## config.mk

```make
export PLATFORM = sky130hd
export DESIGN_NAME = prog_load_ctrl_flat
export DESIGN_NICKNAME = d
export VERILOG_FILES = /design/src/rtl/prog_load_pkg.sv /design/src/rtl/prog_load_ctrl_if.sv /design/src/rtl/word_packer.sv /design/src/rtl/prog_load_ctrl.sv /design/src/flat_wrapper.sv
export SDC_FILE = /design/constraint.sdc
export NUM_CORES = 1
export LEC_CHECK = 0
export ABC_AREA = 1
export BUFFER_PORTS_ARGS = -buffer_cell sky130_fd_sc_hd__buf_2
export CORE_ASPECT_RATIO = 1.4
export CORE_MARGIN = 5
export CORE_UTILIZATION = 53
export DETAILED_ROUTE_END_ITERATION = 10
export PLACE_DENSITY_LB_ADDON = 0.15
export SYNTH_ARGS = -nofsm -noshare
export SYNTH_HDL_FRONTEND = slang
export SYNTH_SLANG_ARGS = --single-unit
```

## constraint.sdc

```tcl
create_clock -name clock -period 2.3 [get_ports clock]
set_input_delay 0.115 -clock clock [delete_from_list [all_inputs] [get_ports clock]]
set_output_delay 0.115 -clock clock [all_outputs]
set_load 0.01 [all_outputs]
```

## src/rtl/prog_load_pkg.sv

```systemverilog
// Shared types and constants for the UART program loader.
package prog_load_pkg;

  typedef enum logic [2:0] {
    StRun,
    StHdr,
    StData,
    StCsum,
    StErr
  } state_e;

  localparam logic [7:0] TGT_IMEM = 8'h00;
  localparam logic [7:0] TGT_DMEM = 8'h01;

  localparam int unsigned HDR_LEN = 4;

endpackage

```

## src/rtl/prog_load_ctrl_if.sv

```systemverilog
// Bus bundle between the loader, the CPU data port, the UART receiver and the memories.
interface prog_load_ctrl_if #(
  parameter int unsigned ADDR_W = 14
);
  logic              load_req;
  logic              rx_valid;
  logic [7:0]        rx_data;
  logic              cpu_mem_write;
  logic [ADDR_W-1:0] cpu_mem_addr;
  logic [31:0]       cpu_mem_wdata;
  logic              dmem_write;
  logic              imem_write;
  logic [ADDR_W-1:0] mem_addr;
  logic [31:0]       mem_wdata;
  logic              cpu_hold;
  logic              load_busy;
  logic              load_err;
  logic [7:0]        frames_ok;

  // Environment side: switch, UART receiver, CPU core and memories.
  modport master (
    output load_req, rx_valid, rx_data, cpu_mem_write, cpu_mem_addr, cpu_mem_wdata,
    input  dmem_write, imem_write, mem_addr, mem_wdata, cpu_hold, load_busy, load_err,
           frames_ok
  );

  // Loader side.
  modport slave (
    input  load_req, rx_valid, rx_data, cpu_mem_write, cpu_mem_addr, cpu_mem_wdata,
    output dmem_write, imem_write, mem_addr, mem_wdata, cpu_hold, load_busy, load_err,
           frames_ok
  );
endinterface

```

## src/rtl/word_packer.sv

```systemverilog
// Packs a little-endian byte stream into 32-bit words.
module word_packer (
  input  logic        clock,
  input  logic        reset,
  input  logic        i_clear,
  input  logic        i_byte_valid,
  input  logic [7:0]  i_byte,
  output logic        o_word_valid,
  output logic [31:0] o_word
);

  logic [1:0]  r_cnt;
  logic [23:0] r_sr;

  // Shift earlier bytes down so the first byte ends up in bits [7:0].
  always_ff @(posedge clock) begin
    if (reset || i_clear) begin
      r_cnt <= 2'd0;
      r_sr  <= 24'd0;
    end else if (i_byte_valid) begin
      r_cnt <= r_cnt + 2'd1;
      r_sr  <= {i_byte, r_sr[23:8]};
    end
  end

  // The fourth byte completes the word on the cycle it arrives.
  assign o_word_valid = i_byte_valid && (r_cnt == 2'd3);
  assign o_word       = {i_byte, r_sr};

endmodule

```

## src/rtl/prog_load_ctrl.sv

```systemverilog
// UART program loader: frame FSM, memory write generation and CPU write-port arbiter.
module prog_load_ctrl
  import prog_load_pkg::*;
#(
  parameter int unsigned ADDR_W  = 14,
  parameter int unsigned TIMEOUT = 2_000_000
) (
  input  logic             clock,
  input  logic             reset,
  prog_load_ctrl_if.slave  bus
);

  localparam int unsigned TMO_W = $clog2(TIMEOUT + 1);
  localparam logic [32:0] N_MAX = 33'(1) << ADDR_W;

  state_e            r_state, w_state_next;
  logic [1:0]        r_hdr_cnt;
  logic [7:0]        r_target;
  logic [15:0]       r_n;
  logic [16:0]       r_wcnt;
  logic [ADDR_W-1:0] r_addr;
  logic [7:0]        r_xor;
  logic [TMO_W-1:0]  r_tmo;
  logic              r_err;
  logic [7:0]        r_frames;
  logic              r_imem_we, r_dmem_we;
  logic [ADDR_W-1:0] r_wr_addr;
  logic [31:0]       r_wr_data;

  logic        w_rx, w_tmo_active, w_tmo_hit, w_hdr_last, w_last_word;
  logic        w_word_valid, w_set_err, w_frame_ok;
  logic [31:0] w_word;

  // Bytes arriving while load_req is low are discarded.
  assign w_rx         = bus.rx_valid && bus.load_req;
  assign w_tmo_active = (r_state == StHdr && r_hdr_cnt != 2'd0) ||
                        (r_state == StData) || (r_state == StCsum);
  assign w_tmo_hit    = w_tmo_active && !w_rx && (r_tmo == TMO_W'(TIMEOUT - 1));
  assign w_hdr_last   = (r_state == StHdr) && w_rx && (r_hdr_cnt == 2'(HDR_LEN - 1));
  assign w_last_word  = w_word_valid && (r_wcnt == ({1'b0, r_n} - 17'd1));

  word_packer u_packer (
    .clock        (clock),
    .reset        (reset),
    .i_clear      (r_state != StData),
    .i_byte_valid (w_rx && (r_state == StData)),
    .i_byte       (bus.rx_data),
    .o_word_valid (w_word_valid),
    .o_word       (w_word)
  );

  // State register.
  always_ff @(posedge clock) begin
    if (reset) r_state <= StRun;
    else       r_state <= w_state_next;
  end

  // Next state plus error and good-frame strobes; dropping load_req wins over everything.
  always_comb begin
    w_state_next = r_state;
    w_set_err    = 1'b0;
    w_frame_ok   = 1'b0;
    if (!bus.load_req) begin
      w_state_next = StRun;
      w_set_err    = w_tmo_active;
    end else begin
      unique case (r_state)
        StRun: w_state_next = StHdr;
        StHdr: begin
          if (w_hdr_last) begin
            if (r_target > TGT_DMEM || 33'(r_n) > N_MAX) w_state_next = StErr;
            else if (r_n == 16'd0)                       w_state_next = StCsum;
            else                                         w_state_next = StData;
          end else if (w_tmo_hit) begin
            w_state_next = StErr;
            w_set_err    = 1'b1;
          end
        end
        StData: begin
          if (w_last_word) begin
            w_state_next = StCsum;
          end else if (w_tmo_hit) begin
            w_state_next = StErr;
            w_set_err    = 1'b1;
          end
        end
        StCsum: begin
          if (w_rx) begin
            if (bus.rx_data == r_xor) begin
              w_state_next = StHdr;
              w_frame_ok   = 1'b1;
            end else begin
              w_state_next = StErr;
              w_set_err    = 1'b1;
            end
          end else if (w_tmo_hit) begin
            w_state_next = StErr;
            w_set_err    = 1'b1;
          end
        end
        StErr:   w_state_next = StErr;
        default: w_state_next = StRun;
      endcase
    end
  end

  // Sticky error flag (cleared on load entry) and good-frame counter.
  always_ff @(posedge clock) begin
    if (reset) begin
      r_err    <= 1'b0;
      r_frames <= 8'd0;
    end else begin
      if (r_state == StRun && bus.load_req) r_err <= 1'b0;
      else if (w_set_err)                   r_err <= 1'b1;
      if (w_frame_ok) r_frames <= r_frames + 8'd1;
    end
  end

  // Inter-byte timeout counter; idle in HDR until the first header byte.
  always_ff @(posedge clock) begin
    if (reset || !w_tmo_active || w_rx) r_tmo <= '0;
    else                                r_tmo <= r_tmo + 1'b1;
  end

  // Header capture and running XOR over header and payload bytes.
  always_ff @(posedge clock) begin
    if (reset) begin
      r_hdr_cnt <= 2'd0;
      r_target  <= 8'd0;
      r_n       <= 16'd0;
      r_xor     <= 8'd0;
    end else begin
      if (r_state != StHdr) r_hdr_cnt <= 2'd0;
      else if (w_rx)        r_hdr_cnt <= r_hdr_cnt + 2'd1;
      if (w_rx && r_state == StHdr) begin
        case (r_hdr_cnt)
          2'd0: begin
            r_target <= bus.rx_data;
            r_xor    <= bus.rx_data;
          end
          2'd1: begin
            r_n[7:0] <= bus.rx_data;
            r_xor    <= r_xor ^ bus.rx_data;
          end
          2'd2: begin
            r_n[15:8] <= bus.rx_data;
            r_xor     <= r_xor ^ bus.rx_data;
          end
          default: r_xor <= r_xor ^ bus.rx_data;
        endcase
      end else if (w_rx && r_state == StData) begin
        r_xor <= r_xor ^ bus.rx_data;
      end
    end
  end

  // Word address and word count for the current frame.
  always_ff @(posedge clock) begin
    if (reset || w_hdr_last) begin
      r_addr <= '0;
      r_wcnt <= 17'd0;
    end else if (w_word_valid) begin
      r_addr <= r_addr + 1'b1;
      r_wcnt <= r_wcnt + 17'd1;
    end
  end

  // Registered one-cycle write pulse to the latched target memory.
  always_ff @(posedge clock) begin
    if (reset) begin
      r_imem_we <= 1'b0;
      r_dmem_we <= 1'b0;
      r_wr_addr <= '0;
      r_wr_data <= 32'd0;
    end else begin
      r_imem_we <= w_word_valid && (r_target == TGT_IMEM);
      r_dmem_we <= w_word_valid && (r_target == TGT_DMEM);
      if (w_word_valid) begin
        r_wr_addr <= r_addr;
        r_wr_data <= w_word;
      end
    end
  end

  // Arbiter: CPU pass-through in RUN, loader owns the write ports otherwise.
  always_comb begin
    bus.imem_write = 1'b0;
    bus.dmem_write = bus.cpu_mem_write;
    bus.mem_addr   = bus.cpu_mem_addr;
    bus.mem_wdata  = bus.cpu_mem_wdata;
    if (r_state != StRun) begin
      bus.imem_write = r_imem_we;
      bus.dmem_write = r_dmem_we;
      bus.mem_addr   = r_wr_addr;
      bus.mem_wdata  = r_wr_data;
    end
  end

  assign bus.cpu_hold  = (r_state != StRun);
  assign bus.load_busy = (r_state != StRun);
  assign bus.load_err  = r_err;
  assign bus.frames_ok = r_frames;

endmodule
```

## src/flat_wrapper.sv

```systemverilog
// flat-port wrapper written by rule: the top's interface ports become plain ports
module prog_load_ctrl_flat import prog_load_pkg::*;
#(
  parameter int unsigned ADDR_W  = 14,
  parameter int unsigned TIMEOUT = 2_000_000
)
  (clock, reset, bus_load_req, bus_rx_valid, bus_rx_data, bus_cpu_mem_write, bus_cpu_mem_addr, bus_cpu_mem_wdata, bus_dmem_write, bus_imem_write, bus_mem_addr, bus_mem_wdata, bus_cpu_hold, bus_load_busy, bus_load_err, bus_frames_ok);
  prog_load_ctrl_if #(.ADDR_W(ADDR_W)) bus_i ();
  input  logic clock;
  input  logic reset;
  input wire logic [$bits(bus_i.load_req)-1:0] bus_load_req;
  input wire logic [$bits(bus_i.rx_valid)-1:0] bus_rx_valid;
  input wire logic [$bits(bus_i.rx_data)-1:0] bus_rx_data;
  input wire logic [$bits(bus_i.cpu_mem_write)-1:0] bus_cpu_mem_write;
  input wire logic [$bits(bus_i.cpu_mem_addr)-1:0] bus_cpu_mem_addr;
  input wire logic [$bits(bus_i.cpu_mem_wdata)-1:0] bus_cpu_mem_wdata;
  output wire logic [$bits(bus_i.dmem_write)-1:0] bus_dmem_write;
  output wire logic [$bits(bus_i.imem_write)-1:0] bus_imem_write;
  output wire logic [$bits(bus_i.mem_addr)-1:0] bus_mem_addr;
  output wire logic [$bits(bus_i.mem_wdata)-1:0] bus_mem_wdata;
  output wire logic [$bits(bus_i.cpu_hold)-1:0] bus_cpu_hold;
  output wire logic [$bits(bus_i.load_busy)-1:0] bus_load_busy;
  output wire logic [$bits(bus_i.load_err)-1:0] bus_load_err;
  output wire logic [$bits(bus_i.frames_ok)-1:0] bus_frames_ok;
  assign bus_i.load_req = bus_load_req;
  assign bus_i.rx_valid = bus_rx_valid;
  assign bus_i.rx_data = bus_rx_data;
  assign bus_i.cpu_mem_write = bus_cpu_mem_write;
  assign bus_i.cpu_mem_addr = bus_cpu_mem_addr;
  assign bus_i.cpu_mem_wdata = bus_cpu_mem_wdata;
  assign bus_dmem_write = bus_i.dmem_write;
  assign bus_imem_write = bus_i.imem_write;
  assign bus_mem_addr = bus_i.mem_addr;
  assign bus_mem_wdata = bus_i.mem_wdata;
  assign bus_cpu_hold = bus_i.cpu_hold;
  assign bus_load_busy = bus_i.load_busy;
  assign bus_load_err = bus_i.load_err;
  assign bus_frames_ok = bus_i.frames_ok;
  prog_load_ctrl #(.ADDR_W(ADDR_W), .TIMEOUT(TIMEOUT)) u_core (.clock(clock), .reset(reset), .bus(bus_i));
endmodule
```

==> results of run 1 <==
[synth_stat cells (2+ instances only)]
cell / n / area [um^2]
sky130_fd_sc_hd__nor2_2: 6 / 37.5
sky130_fd_sc_hd__ha_1: 10 / 125
sky130_fd_sc_hd__nor2_1: 126 / 473
sky130_fd_sc_hd__nand2_1: 305 / 1140
sky130_fd_sc_hd__nand3_1: 67 / 335
sky130_fd_sc_hd__xor2_1: 20 / 175
sky130_fd_sc_hd__xnor2_1: 10 / 87.6
sky130_fd_sc_hd__buf_1: 9 / 33.8
sky130_fd_sc_hd__a211oi_1: 24 / 180
sky130_fd_sc_hd__nor3_1: 16 / 80.1
sky130_fd_sc_hd__dfxtp_1: 172 / 3440
sky130_fd_sc_hd__buf_2: 3 / 15.0
sky130_fd_sc_hd__nand3b_1: 5 / 37.5
sky130_fd_sc_hd__nor3b_1: 8 / 60.1
sky130_fd_sc_hd__o211ai_1: 8 / 60.1
sky130_fd_sc_hd__nor3_2: 3 / 30.0
sky130_fd_sc_hd__inv_2: 3 / 11.3
sky130_fd_sc_hd__nor4_1: 2 / 12.5
sky130_fd_sc_hd__and3_1: 2 / 12.5
sky130_fd_sc_hd__o21bai_1: 2 / 15.0
sky130_fd_sc_hd__buf_4: 2 / 15.0
sky130_fd_sc_hd__nand4_1: 11 / 68.8
sky130_fd_sc_hd__inv_1: 153 / 574
sky130_fd_sc_hd__o21ai_0: 110 / 551
sky130_fd_sc_hd__o21a_1: 4 / 30.0
sky130_fd_sc_hd__or2_2: 3 / 18.8
sky130_fd_sc_hd__clkbuf_1: 30 / 113
sky130_fd_sc_hd__a21oi_1: 90 / 450
[stage by stage]
step / cell area, um^2 / setup WS (ns)
6_report: 9650 / 0.194
2_1_floorplan: 8260 / 0.596
5_1_grt: 9650 / 0.00219
3_5_place_dp: 9050 / 0.245
3_3_place_gp: 9050 / 0.259
4_1_cts: 9640 / 0.235
[layer usage]
layer	track usage (%)	vias to the layer above	share of wire, %
met1	25.8	3471	42
met4	10.2	0	3.0
met5	0	-	0
met3	3.37	40	4.5
met2	41.2	171	51
li1	-	4098	-
[where the power goes]
group | total (mW) | switching [mW] | internal (mW)
logic | 0.393 | 0.246 | 0.147
registers | 3.00 | 0.00772 | 2.99
clock network | 2.85 | 1.15 | 1.70
[area by class of cell]
class	instances	area, um^2	area share, %
Inverter	156	586	6.07
Clock buffer	20	437	4.53
Timing Repair Buffer	134	741	7.68
Tap cell	196	245	2.54
Sequential cell	172	3440	35.7
Clock inverter	11	146	1.52
Multi-Input combinational cell	838	4050	42.0
[flip-flops by register name, summed over array words and instances (netlist names), 2 cells and up]
signal,count
u_core.bus.frames_ok,8
u_core.r_addr,14
u_core.r_hdr_cnt,2
u_core.r_n,16
u_core.r_state,3
u_core.r_target,8
u_core.r_tmo,21
u_core.r_wcnt,17
u_core.r_wr_addr,14
u_core.r_wr_data,32
u_core.r_xor,8
u_core.u_packer.r_cnt,2
u_core.u_packer.r_sr,24
[logic make-up (layout without fill, tap and decap cells)]
family / Yosys count / count (layout) / synth area share, %
adders and majority gates: 10 / 10 / 1.51
AOI/OAI and AO/OA: 240 / 240 / 15.7
DFF: 172 / 172 / 41.7
buffers and inverters: 201 / 321 / 9.36
and+or+nand+nor: 558 / 558 / 28.5
xor gates and xnor gates: 30 / 30 / 3.18
[cell usage in the layout, fill, tap and decap left out, drive strengths merged]
cell / synthesis / final
and3: 2 / 2
bufinv: 0 / 3
nand3b: 5 / 5
o2111ai: 1 / 1
dfxtp: 172 / 172
o21a: 4 / 4
o21bai: 2 / 2
o21ai: 111 / 111
nor3b: 8 / 8
nand4: 11 / 11
buf: 15 / 133
clkbuf: 30 / 20
nand2: 307 / 307
or2: 3 / 3
o211ai: 8 / 8
nor4: 2 / 2
xor2: 20 / 20
nand3: 67 / 67
dlygate4sd3: 0 / 1
clkinvlp: 0 / 2
inv: 156 / 156
ha: 10 / 10
nor3: 20 / 20
xnor2: 10 / 10
a211oi: 24 / 24
nor2: 133 / 133
a21oi: 90 / 90
clkinv: 0 / 6
[worst max-delay path, stage by stage, from the launching register on]
cell                       delay (ns)
sky130_fd_sc_hd__dfxtp_1         0.40
sky130_fd_sc_hd__nand3_1         0.28
sky130_fd_sc_hd__nor2_4          0.11
sky130_fd_sc_hd__nor2_1          0.89
sky130_fd_sc_hd__nand2_1         0.13
sky130_fd_sc_hd__o211ai_1        0.13
sky130_fd_sc_hd__inv_1           0.05
[what timing repair did]
action                     in CTS  in global routing
resized for setup               0                  1
hold endpoints to repair        1                  0
setup endpoints to repair       0                  2
hold buffers                    1                  0
[final timing paths]
check	start	endpoint	slack, ns	cells past startpoint
min reg2reg	u_core.r_wr_addr[3]	u_core.r_wr_addr[3]	0.44	2
max	u_core.r_state[0]	u_core.r_xor[3]	0.19	6
min	bus_rx_data[4]	u_core.r_target[4]	0.02	3
max reg2reg	u_core.r_state[0]	u_core.r_xor[3]	0.19	6
==> results.py, run 1 <==
metrics = {
    "status": {
        "status": "finished clean",
    },
    "hold_path": {
        "worstHoldPathType": "input port to flip-flop",
    },
    "final_layout": {
        "fin_cells": 1527,
        "layout-area-overhead-vs-synth_pct": 16.8,
        "antennaDiodeCount": 0,
        "nNetsFinal": 1388,
        "fillCellCount": 1443,
        "finish.utilization_pct": 62.3,
        "drive_gt1_share_pct": 13.5,
    },
    "critical_path": {
        "critPathRequiredTime_ns": 2.62,
        "critical_path.endpoint_type": "flip-flop",
        "startpoint_type_of_the_worst_setup_path": "flip-flop",
        "worstSetupPathType": "flip-flop to flip-flop",
        "critPathMaxFanout": 16,
        "worst_ep_arrival_time_ns": 2.42,
    },
    "placed_design": {
        "dpl.hpwl_mm": 14.9,
        "numPlacedInstances": 1495,
        "finalWeightedCongestion": 0.896,
        "io_buffers": 117,
    },
    "synthesis": {
        "ys_seq_area_share_pct": 41.7,
        "synth-edff-count": 0,
        "synthDistinctLibCells": 35,
        "syn_area_per_cell_um2": 6.82,
        "synth-seq-cells": 172,
        "post_syn_nets": 1280,
        "netlist_instances": 1211,
        "synth.yosys.warnings": 0,
        "synth_async_sr_flop_share_pct": 0,
        "synth_top_flop_cell": "sky130_fd_sc_hd__dfxtp_1",
        "mapped_cell_area_um2": 8260,
    },
    "timing": {
        "max-slew-margin-rel_pct": 22.9,
        "tns_ns": 0,
        "finalMaxSlewViolations": 0,
        "setup_viol_count_final": 0,
        "timing.final.crit_period_ns": 2.11,
        "rsz0062_at_grt": "no",
        "hold_slack_ns": 0.0239,
        "timing_hold_violations_final": 0,
        "fmax_mhz": 475,
        "worst_slew_pin_slew_ns": 1.15,
        "clock-skew-final_ns": 0.00713,
        "post-route-period-util_pct": 91.6,
    },
    "detailed_routing": {
        "drt-total-wl_mm": 20.1,
        "viasPerCell": 5.09,
        "drt_iter0_drc": 367,
        "post-route-drc-count": 0,
        "drt_pre_antenna_iters": 5,
        "dr_total_vias": 7780,
        "detail_route.wl_per_cell_um": 13.2,
        "ant_nets": 0,
    },
    "clock_network": {
        "cts_root_buf": "sky130_fd_sc_hd__clkbuf_16",
        "cts_setup_buffers": 0,
        "cts_tree": "done",
        "clk-insertion-delay-late_ns": 0.43,
        "cts_max_path_buffers": 2,
        "cts-buffers-inserted": 17,
        "cts.htree.levels": 4,
        "cts.sink_count": 172,
        "clkSlewWorstSetupHoldPaths_ns": 0.06,
    },
    "pwr": {
        "post-layout-total-power_mw": 6.24,
        "power.density_cell_area_nw_per_um2": 647,
        "leakagePower_nw": 4.17,
        "peakVddDrop_mv": 0.398,
    },
    "grt": {
        "globalRouteTotalUtil_pct": 22.6,
        "globalRouteOverflowTotal": 0,
        "antenna_violations_before_repair": 0,
        "first_global_vias": 7352,
        "grt_max_degree": 65,
        "grt_first_pass_wirelength_mm": 33.3,
    },
    "floorplan": {
        "die_x_um": 116,
        "placeableCoreArea_um2": 15500,
        "floorplan.die.height_um": 158,
        "top_level_ports": 118,
        "die-area_um2": 18200,
        "fp-row-count": 54,
        "initial_utilization_pct": 53.4,
    },
    "job": {
        "max_cap_viol_count": 0,
    },
}
(Power assumes the default switching activity.)
==> run 2, diff against run 1 <==
- CORE_UTILIZATION: 53 -> 50
==> run 2 against run 1 <==
Net effect:
- sequential share of layout area hardly changed
- global-route usage decreased by 0.70 points
- register-to-register slack better by 0.17 ns
- via count rose by 0.81%
- sequential cell count stayed put
- utilization shrank 2.9 points
- maximum frequency is 4.8% higher
- critical endpoint is now bus_mem_wdata[3]
==> results.py, run 2 (synthesis results as in run 1) <==
metrics = {
    "final_layout": {
        "register_area_um2": 3440,
        "nNetsFinal": 1391,
        "multiInputGateArea_um2": 4040,
        "layout-area-overhead-vs-synth_pct": 16.8,
        "largest-register": "u_core.r_wr_data",
        "commonest_cells_after_routing_fill_and_taps_aside": "sky130_fd_sc_hd__nand2_1, sky130_fd_sc_hd__dfxtp_1, sky130_fd_sc_hd__inv_1",
        "largest_register_ff_count": 32,
        "drive_gt1_share_pct": 13.8,
        "largest_registers": "u_core.r_wr_data x32, u_core.u_packer.r_sr x24, u_core.r_tmo x21",
        "fillCellCount": 1603,
        "layout_commonest_cell": "sky130_fd_sc_hd__nand2_1",
    },
    "detailed_routing": {
        "drt_pre_antenna_iters": 5,
        "drt-total-wl_mm": 20.8,
        "post-route-drc-count": 0,
        "dr_total_vias": 7843,
        "drt_iter0_drc": 498,
        "detail_route.wl_per_cell_um": 13.6,
        "ant_nets": 0,
        "viasPerCell": 5.11,
    },
    "placed_design": {
        "dpl.hpwl_mm": 15.1,
        "finalWeightedCongestion": 0.877,
        "io_buffers": 117,
    },
    "grt": {
        "antenna_violations_before_repair": 1,
        "grt_first_pass_wirelength_mm": 34.7,
        "globalRouteOverflowTotal": 0,
        "first_global_vias": 7353,
        "grt_max_degree": 74,
        "globalRouteTotalUtil_pct": 21.9,
    },
    "critical_path": {
        "worst_ep_arrival_time_ns": 1.89,
        "critical_path.most_common_cell": "sky130_fd_sc_hd__nand2_1",
        "critPathRequiredTime_ns": 2.18,
        "critical_path.top_delay_family": "buffers and inverters",
        "timing.critical_path.buf_inv": 3,
        "critical_path.endpoint_type": "primary output",
        "cp_slowest_stage_delay_ns": 0.40,
        "crit_chain": "nor2_1 -> nand2_1 -> inv_2 -> buf_12 -> nand2_1 -> o21ai_0 -> buf_2",
        "startpoint_type_of_the_worst_setup_path": "flip-flop",
        "critPathMaxFanout": 73,
        "library_cell_contributing_the_largest_single_delay_on_the_critical_path": "sky130_fd_sc_hd__dfxtp_1",
        "worstSetupPathType": "flip-flop to primary output",
    },
    "pwr": {
        "leakagePower_nw": 4.17,
        "power.density_cell_area_nw_per_um2": 641,
        "clockPowerShare_pct": 45.2,
        "power_frac_comb_pct": 6.4,
        "peakVddDrop_mv": 0.623,
        "p_sw_share_pct": 23.4,
        "power_switching_mw": 1.45,
        "power_frac_seq_pct": 48.4,
        "p_int_mw": 4.74,
    },
    "clock_network": {
        "cts_root_buf": "sky130_fd_sc_hd__clkbuf_16",
        "cts_max_path_buffers": 2,
        "cts-buffers-inserted": 17,
        "cts.htree.levels": 4,
        "clk-insertion-delay-late_ns": 0.44,
        "cts.sink_count": 172,
        "cts_setup_buffers": 0,
        "cts_tree": "done",
        "clkSlewWorstSetupHoldPaths_ns": 0.06,
    },
    "timing": {
        "max-slew-margin-rel_pct": 30.4,
        "rsz0062_at_grt": "no",
        "setup_viol_count_final": 0,
        "worst_slew_pin_slew_ns": 1.04,
        "clock-skew-final_ns": 0.0124,
        "fmax_mhz": 498,
        "finalMaxSlewViolations": 0,
        "timing.final.crit_period_ns": 2.01,
        "hold_slack_ns": 0.0247,
        "post-route-period-util_pct": 87.4,
        "timing_hold_violations_final": 0,
        "tns_ns": 0,
    },
    "floorplan": {
        "die-area_um2": 19200,
        "floorplan.die.height_um": 162,
        "initial_utilization_pct": 50.9,
        "top_level_ports": 118,
        "placeableCoreArea_um2": 16200,
        "fp-row-count": 55,
        "die_x_um": 119,
    },
    "status": {
        "status": "finished clean",
    },
    "hold_path": {
        "worstHoldPathType": "input port to flip-flop",
    },
    "job": {
        "max_cap_viol_count": 0,
    },
}
[run 2: changes by cell type in the layout (fill, tap and decap cells not counted), sizes merged, moves of 2 or more]
| cell | previous run | this run |
|---|---|---|
| clkbuf | 20 | 24 |
| clkinv | 6 | 3 |
| bufinv | 3 | 1 |
| buf | 133 | 136 |
[run 2: per-stage QoR]
| stage | setup WS (ns) | cells | utilization, % | instance area (um^2) | power [mW] |
|---|---|---|---|---|---|
| 6_report | 0.291 | 1535 | 59.4 | 9650 | 6.19 |
| 5_1_grt | 0.0882 | 1535 | 59.4 | 9650 | 6.42 |
| 4_1_cts | 0.277 | 1534 | 59.4 | 9650 | 6.24 |
| 3_5_place_dp | 0.348 | 1501 | 55.8 | 9060 | 3.46 |
| 3_3_place_gp | 0.381 | 1501 | 55.8 | 9060 | 3.45 |
| 2_1_floorplan | 0.596 | 1211 | - | 8260 | 3.28 |
[run 2: cell type report]
class                      count  share of cell area [%]
antenna                        1                  0.0259
clock buffer                  24                    5.10
clock inverter                 8                   0.869
inverter                     156                    6.07
multi-input combinational    838                    41.9
sequential                   172                    35.7
tap                          199                    2.58
timing repair buffer         137                    7.78
[run 2: timing repair]
| item | CTS | global route |
|---|---|---|
| gates resized for setup | 0 | 0 |
| hold buffers | 1 | 0 |
| endpoints found under the hold margin | 1 | 0 |
[run 2: worst register-to-register path, delay by kind of cell (launching register included)]
kind	cells	cell delay (ns)
simple gates	4	1.26
flops	1	0.40
compound gates	1	0.12
buf+inv	1	0.05
[run 2: worst paths after layout]
path,from,endpoint,slack [ns],cells past startpoint
hold reg to reg,u_core.r_wr_data[3],u_core.r_wr_data[3],0.45,2
hold / removal,bus_rx_data[4],u_core.r_target[4],0.02,3
setup reg to reg,u_core.r_state[0],u_core.r_xor[2],0.36,6
setup / recovery,u_core.r_state[0],bus_mem_wdata[3],0.29,7
[run 2: layer usage]
metal  track usage (%)  wire [um]
met1              26.8       9110
met5                 0          0
met4              8.86        591
met3              4.70        870
met2              37.5      10300
[run 2: power groups by stage]
stage,clock [mW],sequential [mW],combinational (mW)
6_report,2.80,2.99,0.395
4_1_cts,2.85,2.99,0.399
3_5_place_dp,0,3.06,0.396
5_1_grt,2.98,2.99,0.443
3_3_place_gp,0,3.06,0.393
2_1_floorplan,0,3.06,0.217
==> run 3, diff against run 2 <==
- RECOVER_POWER: unset -> 100
==> run 3 against run 2 <==
Net effect:
- non-clock buffer count is the same
- final cell count is the same
- sequential power is essentially flat
- utilization shrank 0.72 points
- combinational power shrank 4%
- clock skew shrank 0.0011 ns
- register-to-register slack lost 0.14 ns
- maximum frequency shrank 3.5%
- clock-buffer cell count is the same
- via count grew 0.51%
- largest cell class unchanged
- largest power group unchanged
==> results.py, run 3 (synthesis results as in run 1) <==
metrics = {
    "floorplan": {
        "floorplan.die.height_um": 162,
        "die_x_um": 119,
        "die-area_um2": 19200,
        "top_level_ports": 118,
        "initial_utilization_pct": 50.9,
        "fp-row-count": 55,
        "placeableCoreArea_um2": 16200,
    },
    "clock_network": {
        "cts_setup_buffers": 0,
        "cts.htree.levels": 4,
        "cts_repair_resize_count": 0,
        "cts_hold_repair.buffers": 1,
        "cts-buffers-inserted": 17,
        "cts_tree": "done",
        "cts.sink_count": 172,
        "cts_root_buf": "sky130_fd_sc_hd__clkbuf_16",
        "clk-insertion-delay-late_ns": 0.44,
        "cts_max_path_buffers": 2,
        "clkSlewWorstSetupHoldPaths_ns": 0.07,
    },
    "detailed_routing": {
        "drt_iter0_drc": 543,
        "detail_route.wl_per_cell_um": 13.6,
        "ant_nets": 0,
        "viasPerCell": 5.14,
        "drt-total-wl_mm": 20.8,
        "post-route-drc-count": 0,
        "dr_total_vias": 7883,
        "drt_pre_antenna_iters": 7,
    },
    "critical_path": {
        "cp_slowest_stage_delay_ns": 0.51,
        "launch_point_of_the_worst_reg_to_reg_path": "u_core.r_state[0]",
        "library_cell_contributing_the_largest_single_delay_on_the_critical_path": "sky130_fd_sc_hd__dfxtp_1",
        "critical_path.top_delay_family": "simple AND/OR/NAND/NOR gates",
        "timing.reg2reg.worst_path_depth": 7,
        "critPathMaxFanout": 22,
        "worst_ep_arrival_time_ns": 2.42,
        "setup.reg_to_reg.worst_slack_ns": 0.22,
        "startpoint_type_of_the_worst_setup_path": "flip-flop",
        "timing.critical_path.buf_inv": 1,
        "crit_chain": "nand3_1 -> nor2_1 -> nand2_1 -> nand2_1 -> clkbuf_2 -> nor2_1 -> o21a_1",
        "crit-reg2reg-capture": "u_core.r_wcnt[6]",
        "critPathRequiredTime_ns": 2.64,
        "worstSetupPathType": "flip-flop to flip-flop",
        "critical_path.endpoint_type": "flip-flop",
    },
    "final_layout": {
        "layout_commonest_cell": "sky130_fd_sc_hd__nand2_1",
        "fin_cells": 1535,
        "largest_register_ff_count": 32,
        "fillCellCount": 1644,
        "largest-register": "u_core.r_wr_data",
        "commonest_cells_after_routing_fill_and_taps_aside": "sky130_fd_sc_hd__nand2_1, sky130_fd_sc_hd__dfxtp_1, sky130_fd_sc_hd__inv_1",
        "drive_gt1_share_pct": 8.91,
        "finish.utilization_pct": 58.7,
        "largest_registers": "u_core.r_wr_data x32, u_core.u_packer.r_sr x24, u_core.r_tmo x21",
        "layout-area-overhead-vs-synth_pct": 15.4,
        "design_area_um2": 9530,
        "nNetsFinal": 1391,
    },
    "pwr": {
        "power.density_cell_area_nw_per_um2": 647,
        "peakVddDrop_mv": 0.623,
        "clockPowerShare_pct": 45.3,
        "p_sw_share_pct": 23.4,
        "p_int_mw": 4.73,
        "leakagePower_nw": 3.98,
        "power_frac_comb_pct": 6.2,
        "power_switching_mw": 1.44,
        "power_frac_seq_pct": 48.5,
    },
    "grt": {
        "globalRouteOverflowTotal": 0,
        "first_global_vias": 7353,
        "grt_max_degree": 74,
        "grt_first_pass_wirelength_mm": 34.7,
        "antenna_violations_before_repair": 1,
        "globalRouteTotalUtil_pct": 21.9,
    },
    "placed_design": {
        "finalWeightedCongestion": 0.877,
        "place_area_um2": 9060,
        "numPlacedInstances": 1501,
        "dpl.hpwl_mm": 15.1,
        "io_buffers": 117,
    },
    "hold_path": {
        "worst_hold_path.num_cells": 3,
        "hold_end": "u_core.r_target[4]",
        "min-delay-start": "bus_rx_data[4]",
        "worstHoldPathType": "input port to flip-flop",
    },
    "timing": {
        "fmax_mhz": 480,
        "tns_ns": 0,
        "post-route-period-util_pct": 90.5,
        "finalMaxSlewViolations": 0,
        "timing_hold_violations_final": 0,
        "timing.final.crit_period_ns": 2.08,
        "rsz0062_at_grt": "no",
        "setup_viol_count_final": 0,
        "clock-skew-final_ns": 0.0113,
        "worst_slew_pin_slew_ns": 1.04,
        "max-slew-margin-rel_pct": 30.2,
    },
    "status": {
        "status": "finished clean",
    },
    "job": {
        "max_cap_viol_count": 0,
    },
}
==> run 3: worst min-delay path, stage by stage <==
cell and delay (ns):
sky130_fd_sc_hd__buf_2 0.14, sky130_fd_sc_hd__nand2_1 0.09, sky130_fd_sc_hd__a21oi_1 0.06
==> run 3: power by group through the flow <==
stage	registers [mW]	clock network (mW)	logic (mW)
final	2.99	2.80	0.380
after floorplan	3.06	0	0.217
after CTS	2.99	2.85	0.399
after global placement	3.06	0	0.393
after detailed placement	3.06	0	0.396
after global routing	2.99	2.98	0.427
==> run 3: layout make-up <==
type | count | area [um^2] | share of cell area [%]
tap | 199 | 249 | 2.61
timing repair buffer | 137 | 656 | 6.88
sequential | 172 | 3440 | 36.1
antenna | 1 | 2.50 | 0.0263
inverter | 156 | 586 | 6.14
clock inverter | 8 | 83.8 | 0.879
clock buffer | 24 | 492 | 5.16
multi-input combinational | 838 | 4020 | 42.2
==> run 3: per-layer routing <==
metal  share of wire [%]  wire length [um]  track usage (%)
met1                  44              9060             26.8
met2                  49             10200             37.5
met3                 4.4               914             4.70
met4                 3.1               636             8.86
met5                   0                 0                0
==> run 3: how the worst max path moves through the flow <==
stage / end / slack (ns) / startpoint / cells past startpoint
floorplan: u_core.r_xor[5] / 0.60 / u_core.r_state[0] / 9
global placement: u_core.r_xor[1] / 0.38 / u_core.r_state[0] / 6
detailed placement: u_core.r_wr_data[27] / 0.35 / u_core.r_state[2] / 7
CTS: bus_mem_wdata[3] / 0.28 / u_core.r_state[0] / 7
global route: u_core.r_wcnt[13] / 0.05 / u_core.r_state[2] / 12
finish: u_core.r_wcnt[6] / 0.22 / u_core.r_state[0] / 7
==> run 3: per-stage QoR <==
stage / hold WS [ns] / power (mW) / worst slack, ns
detailed placement: 0.430 / 3.46 / 0.348
global route: 0.0232 / 6.40 / 0.0508
global placement: 0.421 / 3.45 / 0.381
finish: 0.0215 / 6.17 / 0.218
floorplan: 0.193 / 3.28 / 0.596
CTS: 0.0137 / 6.24 / 0.277
